===== config.mk =====
export PLATFORM = sky130hd
export DESIGN_NAME = mul_div_result_buffer
export DESIGN_NICKNAME = d
export VERILOG_FILES = /design/src/rtl/mul_div_result_buffer.sv
export SDC_FILE = /design/constraint.sdc
export NUM_CORES = 1
export LEC_CHECK = 0
export CAP_MARGIN = 40
export CELL_PAD_IN_SITES_DETAIL_PLACEMENT = 1
export CELL_PAD_IN_SITES_GLOBAL_PLACEMENT = 2
export CORE_UTILIZATION = 41
export CTS_BUF_LIST = sky130_fd_sc_hd__clkbuf_8 sky130_fd_sc_hd__clkbuf_16
export CTS_CLUSTER_SIZE = 14
export DETAILED_ROUTE_END_ITERATION = 8
export HOLD_SLACK_MARGIN = 0.08
export PLACE_DENSITY_LB_ADDON = 0.1
export SLEW_MARGIN = 10
export SYNTH_ARGS = -nofsm -noshare
export SYNTH_HDL_FRONTEND = slang
export SYNTH_SLANG_ARGS = --single-unit

===== constraint.sdc =====
create_clock -name clk -period 2.15 [get_ports clk]
set_input_delay 0.215 -clock clk [delete_from_list [all_inputs] [get_ports clk]]
set_output_delay 0.215 -clock clk [all_outputs]
set_load 0.02 [all_outputs]

===== src/rtl/mul_div_result_buffer.sv =====
// -----------------------------------------------------------------------------
// mul_div_result_buffer
//
// Purpose:
//   A small FIFO that sits behind a mul_div unit. Each entry holds the result R
//   (2N bits) and its five exception flags. The head of the queue is always
//   shown on the outputs (first-word fall-through). When the FIFO cannot accept
//   a result, the result is discarded and the drop output pulses for one cycle.
//   An optional sticky exception register collects the flags of every result
//   that is accepted.
//
// Parameters:
//   N      operand width of the upstream mul_div; results are 2N bits wide
//   DEPTH  number of FIFO entries (a power of two, at least 2)
//
// Ports:
//   clk           clock; all state changes on the rising edge
//   arst          asynchronous reset, active-low
//   in_valid      upstream result and flags are valid this cycle
//   in_R          upstream result (2N bits)
//   in_flags      {io, dz, of, uf, i} flags, MSB first
//   in_ready      the buffer accepts in_valid this cycle
//   out_valid     the head entry is valid
//   out_R         result of the head entry
//   out_flags     flags of the head entry
//   out_ready     the consumer takes the head entry this cycle
//   count         number of occupied entries
//   drop          one-cycle pulse: a result was discarded
//   flag_clr      clears the sticky exception register
//   sticky_flags  OR of the flags of all accepted results since the last clear
//
// Build option:
//   MUL_DIV_STICKY_FLAGS_EN  when defined, includes the sticky exception
//                            register. When undefined, sticky_flags is tied to
//                            zero and flag_clr is ignored.
// -----------------------------------------------------------------------------
module mul_div_result_buffer #(
  parameter int N     = 10,
  parameter int DEPTH = 4
) (
  input  logic                     clk,
  input  logic                     arst,
  input  logic                     in_valid,
  input  logic [2*N-1:0]           in_R,
  input  logic [4:0]               in_flags,
  output logic                     in_ready,
  output logic                     out_valid,
  output logic [2*N-1:0]           out_R,
  output logic [4:0]               out_flags,
  input  logic                     out_ready,
  output logic [$clog2(DEPTH):0]   count,
  output logic                     drop,
  input  logic                     flag_clr,
  output logic [4:0]               sticky_flags
);

  localparam int PW = $clog2(DEPTH);
  localparam int CW = PW + 1;
  localparam int EW = 2 * N + 5;
  localparam logic [CW-1:0] FULL  = CW'(DEPTH);
  localparam logic [PW-1:0] LAST  = PW'(DEPTH - 1);

  logic [EW-1:0] mem [DEPTH];
  logic [PW-1:0] wr_ptr;
  logic [PW-1:0] rd_ptr;
  logic          push;
  logic          pop;
  logic [EW-1:0] head;

  // A full FIFO still accepts a push when the head leaves in the same cycle.
  assign in_ready  = (count < FULL) || out_ready;
  assign out_valid = (count != '0);
  assign push      = in_valid && in_ready;
  assign pop       = out_valid && out_ready;

  assign head      = mem[rd_ptr];
  assign out_R     = head[EW-1:5];
  assign out_flags = head[4:0];

  // Storage array: written on push only, never reset.
  always_ff @(posedge clk) begin
    if (push) begin
      mem[wr_ptr] <= {in_R, in_flags};
    end
  end

  // Pointers, occupancy and the drop pulse.
  always_ff @(posedge clk or negedge arst) begin
    if (!arst) begin
      wr_ptr <= '0;
      rd_ptr <= '0;
      count  <= '0;
      drop   <= 1'b0;
    end else begin
      if (push) begin
        wr_ptr <= (wr_ptr == LAST) ? '0 : wr_ptr + PW'(1);
      end
      if (pop) begin
        rd_ptr <= (rd_ptr == LAST) ? '0 : rd_ptr + PW'(1);
      end
      if (push && !pop) begin
        count <= count + CW'(1);
      end else if (pop && !push) begin
        count <= count - CW'(1);
      end
      drop <= in_valid && !in_ready;
    end
  end

`ifdef MUL_DIV_STICKY_FLAGS_EN
  logic [4:0] sticky_q;

  // A clear that coincides with a push keeps the new event rather than losing it.
  always_ff @(posedge clk or negedge arst) begin
    if (!arst) begin
      sticky_q <= '0;
    end else if (flag_clr) begin
      sticky_q <= push ? in_flags : 5'b0;
    end else if (push) begin
      sticky_q <= sticky_q | in_flags;
    end
  end

  assign sticky_flags = sticky_q;
`else
  logic unused_flag_clr;

  assign unused_flag_clr = flag_clr;
  assign sticky_flags    = 5'b0;
`endif

endmodule


# Yosys cells after proc, flatten, opt, wreduce, memory -nomap -nowiden
# Memories as Yosys holds them, arrays and structs flattened.
# Cells that the tools add are included.
# op_classes
addsub	4
magnitude_cmp	1
n_eq_ne	2
muxes	6
reduce_logical	11
# op_table
cell	count
3-bit two-way mux	2
1-bit logical AND	5
2-bit by 1-bit adder with 2-bit output, second input constant	2
2-bit == test, second input constant	2
2-bit two-way mux	2
3-bit by 1-bit adder with 3-bit output, second input constant	1
1-bit logical NOT	3
3-bit < comparator, second input constant	1
3-bit nonzero test	1
3-bit by 1-bit subtractor with 3-bit output, second input constant	1
1-bit two-way mux	2
2-bit nonzero test	1
1-bit logical OR	1
# totals
register_bits	8
ram_bits	100
output_inout_bits	36
word_cells	29
mem_count	1
# mem_list
name	words	width	rd	rd_ports_with_merged_regs	wr	line_no	text
mem	4	25	1	0	1	63	logic [EW-1:0] mem [DEPTH];

# Longest topological paths before layout
# depth
depth_word	7
depth_mapped	9
mapped_depth_nobuf	8

# Least setup slack after synthesis
# No wires, ideal clock.
# synth_timing
kind	reg-to-reg
start	register count[0]
end	register count[2]
setup_ns	0.080
t_arrival_ns	2.015
required_ns	2.070
slack_ns	0.056
path_stages_with_launch	9
path_buffers	0
cell_sequence	dfrtp_1 or3_4 nand2_2 ha_1 inv_1 fa_1 xor2_1 nor2_1 xor2_1
# synth_rtl
element	line_no	text
start: declaration	51	output logic [$clog2(DEPTH):0] count,
start signal: assignment	102	count <= count + CW'(1);
start signal: assignment	104	count <= count - CW'(1);
3-bit nonzero test (*)	72	assign out_valid = (count != '0);
named net out_valid	47	output logic out_valid,
1-bit logical AND (*)	74	assign pop = out_valid && out_ready;
1-bit logical NOT	101	if (push && !pop) begin
1-bit logical AND	101	
3-bit two-way mux or 2-bit nonzero test (tied branches)	n/a	
# The timed path passes the listed nets; every way through them passes the cells marked *. The select of a mux whose other input is x is not followed.
# A chain may end at the register's enable or synchronous reset.

# Worst setup path in the final report
# layout_timing
start	register rd_ptr[0]
end	output out_flags[2]
# layout_between
elab_chain_cells	1
# layout_lines
element	line_no	text
start: declaration	65	logic [PW-1:0] rd_ptr;
start signal: assignment	99	rd_ptr <= (rd_ptr == LAST) ? '0 : rd_ptr + PW'(1);
memory read 4 x 25 bit	n/a	
end: declaration	49	output logic [4:0] out_flags,
# No other way between the ends.

==> flow_metrics.tcl <==
set metrics [dict create \
    crit_arrival_ns 1.86 \
    grt_pass1_wl_mm 11.6 \
    swShare_pct 31.7 \
    area_growth_pct 24.5 \
    yosys_warnings 0 \
    cts_tree "built" \
    switchingPower_mw 2.11 \
    cp_data_required_time_ns 1.93 \
    fp.coreArea_um2 9820 \
    leakage_nw 1.82 \
    powerDensity_nw_per_um2 1280 \
    root_buffer "clkbuf_8" \
    drc 0 \
    drive_above_1_share_pct 22.0 \
    vias_per_cell 4.88 \
    grt_start_max_net_pins 18 \
    ir_drop_mv 0.864 \
    synth-simple-area-share_pct 1.92 \
    start_kind "register" \
    synth.area.mux_share_pct 15.0 \
    via_count 1937 \
    critPathMaxFanout 15 \
    ys_seq_elements 108 \
    power_frac_comb_pct 37.4 \
    setup_violations 0 \
    diodes 0 \
    hp-class "input pin to async pin" \
    max_cap_viol_count 0 \
    synth_compound_area_share_pct 0.240 \
    routabilityCongestion 0.642 \
    port_buffers 59 \
    synth_cells 179 \
    max_freq_mhz 481 \
    initial_utilization_pct 42.4 \
    dr.pass1.iters 4 \
    ioPinCount 66 \
    rrSetupSlack_ns 0.12 \
    cts_buffer_depth 2 \
    ant_nets 0 \
    critPathKind "register to primary output" \
    worst_r2r_startpoint "count[0]" \
    numCtsBuffers 9 \
    synthDistinctLibCells 23 \
    p_int_mw 4.54 \
    finalMaxSlewViolations 0 \
    cts_sinks 108 \
    clk_pin_slew_worst_paths_ns 0.10 \
    chipWidth_um 103 \
    final_hold_viol_count 0 \
    grt_overflow 0 \
    drt_iter0_drc 76 \
    htreeDepth 3 \
    antenna_found_initial 0 \
    grt_pass1_vias 2149 \
    status "complete, no violations" \
    end_kind "primary output" \
    drt_wl_total_mm 7.61 \
    rows 36 \
    fin_cells 397 \
    synth-main-ff-cell "edfxtp_1" \
    place_inst 377 \
    reg2reg_to "count[2]" \
    dp_hpwl_mm 4.99 \
    synthTopCellsByArea "edfxtp_1 (72%), mux4_2 (9.7%), dfrtp_1 (4.8%)" \
    yosysMostFrequentCell "edfxtp_1" \
    post-route-min-period_ns 2.08 \
    synthArstFlopShare_pct 7.41 \
    hold_ws_ns 0.138 \
    die_height_um 103 \
    clk_latency_ns 0.36 \
    netlist_area_um2 4170 \
    synth_common_cells "edfxtp_1 (100), mux4_2 (18), dfrtp_1 (8)" \
    seqPwrFrac_pct 42.7 \
    rsz0062_at_grt "no" \
    syn-mean-instance-area_um2 23.3 \
    synth_top_area_share_pct 72.1 \
    yosys.area_share.xor_xnor_pct 0.631 \
    dieArea_um2 10600 \
    avgRoutedWirePerCell_um 19.2 \
    synth_top_area_cell "edfxtp_1" \
    ff2ff_path_depth 8 \
    num-nets-final 296 \
    seq_area_frac_synth_pct 76.9 \
    synth_top_family_by_area "multiplexers" \
    clockPowerShare_pct 19.9 \
    synth_fa_ha_area_share_pct 2.28 \
    synth_edf_count 100 \
    min_period_over_period_pct 96.7 \
    clock_skew_ns 0.0106 \
    track_usage_pct 15.5 \
]
layer usage:
| metal | GRT usage (%) | up-vias | wire, um |
|---|---|---|---|
| met4 | 6.18 | 0 | 111 |
| met3 | 2.98 | 11 | 231 |
| met5 | 0 | - | 0 |
| met1 | 19.4 | 1004 | 3250 |
| li1 | - | 880 | - |
| met2 | 26.6 | 42 | 4010 |
kinds of logic (layout without fill, tap and decap cells):
| group | after synthesis | count (layout) |
|---|---|---|
| XOR/XNOR | 3 | 3 |
| AO/OA/AOI/OAI | 2 | 2 |
| other | 1 | 5 |
| flip-flops | 108 | 108 |
| buffers and inverters | 16 | 97 |
| AND/OR/NAND/NOR | 14 | 14 |
| adder cells (fa/ha/maj) | 7 | 7 |
| multiplexers | 28 | 28 |
worst max-delay path by stage:
| stage | start | end | slack (ns) | cells after the start |
|---|---|---|---|---|
| 2_1_floorplan | count[0] | count[2] | 0.06 | 8 |
| 3_3_place_gp | out_ready | count[2] | 0.06 | 9 |
| 3_5_place_dp | out_ready | count[2] | -0.01 | 9 |
| 4_1_cts | count[0] | count[2] | 0.006 | 8 |
| 5_1_grt | rd_ptr[0] | out_flags[2] | 0.007 | 3 |
| 6_report | rd_ptr[0] | out_flags[2] | 0.07 | 3 |
stage by stage:
step / setup slack (ns) / utilization [%] / area, um^2 / power, mW / setup TNS, ns
6_report: 0.0715 / 52.8 / 5180 / 6.65 / 0
5_1_grt: 0.00749 / 52.8 / 5180 / 6.98 / 0
4_1_cts: 0.00617 / 52.3 / 5140 / 6.68 / 0
3_5_place_dp: -0.0147 / 50.4 / 4950 / 5.57 / -0.0147
3_3_place_gp: 0.0629 / 50.4 / 4950 / 5.47 / 0
2_1_floorplan: 0.0556 / - / 4180 / 4.49 / 0
layout make-up:
cell class	instances	area [um^2]
Clock buffer	9	124
Clock inverter	7	91.3
Multi-Input combinational cell	59	871
Timing Repair Buffer	77	711
Inverter	4	15.0
Sequential cell	108	3210
Fill cell	924	4640
Tap cell	133	166
what timing repair did:
action | CTS | global route
resized for setup | 27 | 3
setup buffers | 0 | 4
pin swaps | 0 | 0
hold buffers | 0 | 0
endpoints found under the setup margin | 26 | 1
worst max-delay path, cell delays in order (launching register included):
cell           delay (ns)
dfrtp_2              0.40
buf_12               0.18
mux4_1               0.58
dlygate4sd2_1        0.34
placed cells by master (no fill, tap or decap), drive strengths merged:
cell type / instances
nor2: 4
fa: 1
o21ai: 2
xnor2: 1
conb: 5
ha: 6
clkdlybuf4s50: 34
nand3: 2
or3: 1
clkbuf: 9
dfrtp: 8
mux4: 25
dlygate4sd2: 25
bufinv: 2
and3: 4
clkinvlp: 2
and2: 1
mux2: 3
edfxtp: 100
xor2: 2
nand2: 1
buf: 18
nand2b: 1
inv: 7
flip-flops by register name, indices dropped and copies added (netlist names):
signal and count:
mem 100, count 3, rd_ptr 2, wr_ptr 2
drop 1
power groups by stage:
| stage | combinational [mW] | clock, mW | sequential, mW |
|---|---|---|---|
| 2_1_floorplan | 1.61 | 0 | 2.89 |
| 3_3_place_gp | 2.61 | 0 | 2.86 |
| 3_5_place_dp | 2.67 | 0 | 2.90 |
| 4_1_cts | 2.46 | 1.37 | 2.85 |
| 5_1_grt | 2.67 | 1.43 | 2.87 |
| 6_report | 2.48 | 1.32 | 2.84 |
Note: power is estimated with default switching activity, not from simulation.
